### src/rtl/msd_req_queue.sv
// Trace request stage: validates requests, holds each until its arrival time, then queues it in an in-order FWFT FIFO.
// Optional feature: define MSD_REQ_ORDER_CHECK_EN to drop requests whose time precedes the last legal accept.
module msd_req_queue #(
    parameter int DEPTH     = 16,
    parameter int ADDR_W    = 36,
    parameter int TIME_W    = 64,
    parameter int CORE_W    = 4,
    parameter int NUM_CORES = 12
) (
    input  logic                       clk,
    input  logic                       rst_n,
    input  logic                       in_valid,
    output logic                       in_ready,
    input  logic [TIME_W-1:0]          in_time,
    input  logic [CORE_W-1:0]          in_core,
    input  logic [1:0]                 in_op,
    input  logic [ADDR_W-1:0]          in_addr,
    output logic                       out_valid,
    input  logic                       out_ready,
    output logic [1:0]                 out_op,
    output logic [CORE_W-1:0]          out_core,
    output logic [ADDR_W-1:0]          out_addr,
    output logic [TIME_W-1:0]          sim_time,
    output logic [$clog2(DEPTH+1)-1:0] q_count,
    output logic                       q_full,
    output logic                       q_empty,
    output logic                       err_pulse,
    output logic [15:0]                err_count
);
    localparam int CNT_W = $clog2(DEPTH+1);
    localparam int PTR_W = $clog2(DEPTH);
    localparam logic [CNT_W-1:0]  FULL_CNT = DEPTH[CNT_W-1:0];
    localparam logic [CORE_W:0]   CORE_LIM = NUM_CORES[CORE_W:0];

    typedef enum logic [1:0] {ST_EMPTY, ST_WAIT_TIME, ST_WAIT_SPACE} stage_t;

    typedef struct packed {
        logic [1:0]        op;
        logic [CORE_W-1:0] core;
        logic [ADDR_W-1:0] addr;
    } entry_t;

    stage_t            state;
    logic [TIME_W-1:0] stage_time;
    entry_t            stage_ent;
    entry_t            mem [DEPTH];
    logic [PTR_W-1:0]  wr_ptr, rd_ptr;
    logic [CNT_W-1:0]  count;

    logic accept, illegal, order_bad, pop, room, push, time_hit;

`ifdef MSD_REQ_ORDER_CHECK_EN
    logic [TIME_W-1:0] last_time;
    assign order_bad = in_time < last_time;

    always_ff @(posedge clk) begin
        if (!rst_n)
            last_time <= '0;
        else if (accept && !illegal)
            last_time <= in_time;
    end
`else
    assign order_bad = 1'b0;
`endif

    assign in_ready  = (state == ST_EMPTY);
    assign accept    = in_valid && in_ready;
    assign illegal   = (in_op == 2'd3) || ({1'b0, in_core} >= CORE_LIM) || in_addr[6] || order_bad;

    assign out_valid = (count != '0);
    assign pop       = out_valid && out_ready;
    assign room      = !q_full || pop;
    assign time_hit  = sim_time >= stage_time;
    // WAIT_SPACE already saw its time gate pass, so only room matters there
    assign push      = room && ((state == ST_WAIT_SPACE) || (state == ST_WAIT_TIME && time_hit));

    assign q_count   = count;
    assign q_full    = (count == FULL_CNT);
    assign q_empty   = (count == '0);
    assign out_op    = mem[rd_ptr].op;
    assign out_core  = mem[rd_ptr].core;
    assign out_addr  = mem[rd_ptr].addr;

    always_ff @(posedge clk) begin
        if (!rst_n) begin
            sim_time   <= '0;
            state      <= ST_EMPTY;
            stage_time <= '0;
            stage_ent  <= '0;
            wr_ptr     <= '0;
            rd_ptr     <= '0;
            count      <= '0;
            err_pulse  <= 1'b0;
            err_count  <= '0;
        end else begin
            sim_time  <= sim_time + 1'b1;
            err_pulse <= accept && illegal;
            if (accept && illegal && err_count != 16'hFFFF)
                err_count <= err_count + 1'b1;

            case (state)
                ST_EMPTY: begin
                    if (accept && !illegal) begin
                        state      <= ST_WAIT_TIME;
                        stage_time <= in_time;
                        stage_ent  <= '{op: in_op, core: in_core, addr: in_addr};
                    end
                end
                ST_WAIT_TIME: begin
                    if (push)
                        state <= ST_EMPTY;
                    else if (time_hit)
                        state <= ST_WAIT_SPACE;
                end
                ST_WAIT_SPACE: begin
                    if (push)
                        state <= ST_EMPTY;
                end
                default: state <= ST_EMPTY;
            endcase

            if (push)
                wr_ptr <= wr_ptr + 1'b1;
            if (pop)
                rd_ptr <= rd_ptr + 1'b1;
            case ({push, pop})
                2'b10:   count <= count + 1'b1;
                2'b01:   count <= count - 1'b1;
                default: count <= count;
            endcase
        end
    end

    always_ff @(posedge clk) begin
        if (push)
            mem[wr_ptr] <= stage_ent;
    end

endmodule
### config.mk
export PLATFORM = sky130hd
export DESIGN_NAME = msd_req_queue
export DESIGN_NICKNAME = d
export VERILOG_FILES = /design/src/rtl/msd_req_queue.sv
export SDC_FILE = /design/constraint.sdc
export NUM_CORES = 1
export LEC_CHECK = 0
export ABC_AREA = 1
export ABC_CLOCK_PERIOD_IN_PS = 10800
export CAP_MARGIN = 20
export CORE_MARGIN = 2
export CORE_UTILIZATION = 31
export CTS_CLUSTER_SIZE = 24
export DETAILED_ROUTE_END_ITERATION = 8
export GPL_TIMING_DRIVEN = 0
export MAX_ROUTING_LAYER = met4
export PLACE_DENSITY = 0.56
export SLEW_MARGIN = 20
export SYNTH_ARGS = -nofsm -noshare
export SYNTH_HDL_FRONTEND = slang
export SYNTH_SLANG_ARGS = --single-unit
### constraint.sdc
create_clock -name clk -period 10.8 [get_ports clk]
set_input_delay 2.16 -clock clk [delete_from_list [all_inputs] [get_ports clk]]
set_output_delay 2.16 -clock clk [all_outputs]
set_load 0.05 [all_outputs]
==> results.yml <==
status:
  status: "complete, no violations"
clock_network:
  cts_root_buffer: "clkbuf_16"
  cts_setup_buffers: 0
  cts-htree-levels: 3
  cts_hold_buf: 0
  cts_resized: 0
  clk_latency_ps: 690
  tritoncts: "yes"
  clkSinkCount: 878
  clk_pin_slew_ps: 60
  cts_buffer_depth: 3
  numCtsBuffers: 96
logic_synthesis:
  ys_ff_latch: 878
  ys_seq_area_share_pct: 65.4
  syn_area_per_cell_um2: 11.5
  synth_cell_type_count: 50
  synthCells: 3242
  ys_warn_count: 0
  syn_nets: 3428
  synth_area_um2: 37100
route:
  firstDrtPassIters: 5
  drt-total-wl_um: 118000
  ant_nets: 0
  route.vias.total: 26100
  post_drt_wl_per_cell_um: 22.2
  via_per_inst: 4.93
  remaining_drc_errors: 0
  drt_iter0_drc: 2618
finish:
  drive_gt1_share_pct: 8.02
  synthToLayoutAreaGrowth_pct: 23.2
  nets: 3804
  fin_area_um2: 45800
  utilization_pct: 38.6
  stdcell_count: 5296
grt:
  antenna_found_initial: 8
  grt_pass1_vias: 24800
  grt_max_degree: 23
  grtUsageTotal_pct: 19.4
  grt_pass1_wl_um: 169000
  grt_overflow: 0
placed_design:
  hpwl_um: 82000
  io_buffers: 240
  gp_congestion: 0.863
  dp_cells: 5120
  placed_area_um2: 42600
power_and_ir_drop:
  clkPwrFrac_pct: 34.3
  power_frac_seq_pct: 39.2
  p_comb_share_pct: 26.5
  internal_power_uw: 6360
  swShare_pct: 33.5
  powerDensity_nw_per_um2: 209
  irDropWorstVdd_v: 0.000129
  leakagePower_uw: 0.0156
  p_total_uw: 9560
  p_sw_uw: 3200
sta:
  period_share_pct: 63.3
  fmax_ghz: 0.146
  maxSlewViolCount: 0
  slew_headroom_pct: 25.5
  period_needed_ps: 6840
  worst_pin_slew_ps: 1120
  setup_violations: 0
  timing_hold_violations_final: 0
  fin_skew_ps: 36.7
  tns_ps: 0
  rsz0062_at_grt: "false"
setup_path:
  startpoint_type: "flip-flop"
  crit_path_end_kind: "output port"
  worstPathMaxFanout: 10
  path_class: "flip-flop to output port"
  required_ps: 8640
  worstPathArrival_ps: 4680
die:
  die_area_um2: 123000
  start_util_pct: 31.4
  rows: 126
  core_area_um2: 118000
  pin_count: 242
  fp.dieW_um: 350
  die_h_um: 350
hold_path:
  hp-class: "flip-flop to flip-flop"
run:
  cap_violations: 0
==> worst paths after layout <==
kind / startpoint / to / slack [ps] / cells after the start
setup / recovery: flip-flop / out_op[0] / 3960 / 8
setup reg to reg: sim_time[54] / mem[1][25] / 7120 / 16
hold reg to reg: stage_time[9] / stage_time[9] / 460 / 2
hold / removal: stage_time[9] / stage_time[9] / 460 / 2
==> per-stage QoR <==
stage	hold WS, ps	setup slack [ps]
finish	457	3960
CTS	459	3990
global route	467	3900
floorplan	433	5890
detailed placement	452	4710
global placement	444	2510
==> worst max-delay path, cell delays in order, from the launching register on <==
cell             delay, ps
dfxtp_1                310
clkbuf_1               700
inv_1                  450
clkbuf_1               410
clkbuf_1               400
o211ai_1               460
nand3_1                120
nand2_1                280
clkdlybuf4s50_1        870
==> area by class of cell <==
class                      count  area (um2)
clock buffer                 140        2800
fill                       11500       72600
multi-input combinational   1824       10900
inverter                     376        1410
antenna                        3        7.51
timing repair buffer         278        3300
buffer                       164         689
tap                         1600        2000
sequential                   878       24300
clock inverter                33         383
==> cells in the mapped netlist (all sizes together) <==
cell	n	area share [%]
edfxtp	672	54
inv	372	3.8
o21ai	343	4.6
a21oi	322	4.3
nand2	268	2.8
nor2	238	2.6
dfxtp	206	11
mux2i	168	4.5
o211ai	168	3.4
clkbuf	120	1.2
nand3	88	1.2
ha	75	2.5
nor3	45	0.68
buf	44	0.63
nand4	29	0.53
nor4	16	0.29
or2	16	0.27
nor3b	12	0.31
o21a	9	0.18
xor2	9	0.21
clkinv	4	0.047
xnor2	4	0.094
nand3b	3	0.061
a21o	2	0.040
a211oi	1	0.020
a21boi	1	0.020
a31o	1	0.024
a31oi	1	0.017
fa	1	0.054
nor4b	1	0.024
o21bai	1	0.020
o31ai	1	0.020
or3	1	0.017
==> layer usage <==
layer  global-route usage, %  up-vias  wire length, um  share of wire [%]
met1                    24.8    12700            49400                 42
met4                    4.28        0             2300                2.0
li1                        -    12300                -                  -
met3                    3.50      151             8820                7.5
met2                    32.1      958            57000                 48
met5                       -        -                0                  0
==> sequential cells by signal, indices dropped and copies added (netlist names), named ones only <==
signal	cells
stage_time	64
stage_ent	42
sim_time	64
rd_ptr	4
err_pulse	1
wr_ptr	4
q_count	5
state	2
mem	672
err_count	16
==> power by group through the flow <==
stage,logic [uW],registers (uW),clock network [uW]
final,2530,3750,3280
after global routing,2720,3750,3480
after CTS,2560,3740,3340
after detailed placement,2550,3820,0
after global placement,2530,3810,0
after floorplan,1550,3820,0
==> logic make-up (layout without fill, tap and decap cells) <==
group | count (synthesis) | in the layout | synth area share, %
AOI/OAI and AO/OA | 850 | 850 | 12.7
xor gates and xnor gates | 13 | 13 | 0.307
adders and majority gates | 76 | 76 | 2.58
buffers and inverters | 540 | 991 | 5.65
DFF | 878 | 878 | 65.4
muxes | 168 | 168 | 4.53
other | 0 | 3 | 0
and+or+nand+nor | 717 | 717 | 8.78
==> layout by cell type (no fill, tap or decap), types with 75 or more instances in the layout <==
cell type          n
a21oi_1          322
clkbuf_1         140
clkbuf_16         99
clkdlybuf4s50_1  240
dfxtp_1          206
edfxtp_1         672
ha_1              75
inv_1            368
mux2i_1          168
nand2_1          255
nand3_1           85
nor2_1           214
o211ai_1         168
o21ai_0          341
No activity file was read; power rests on OpenSTA's default activity.
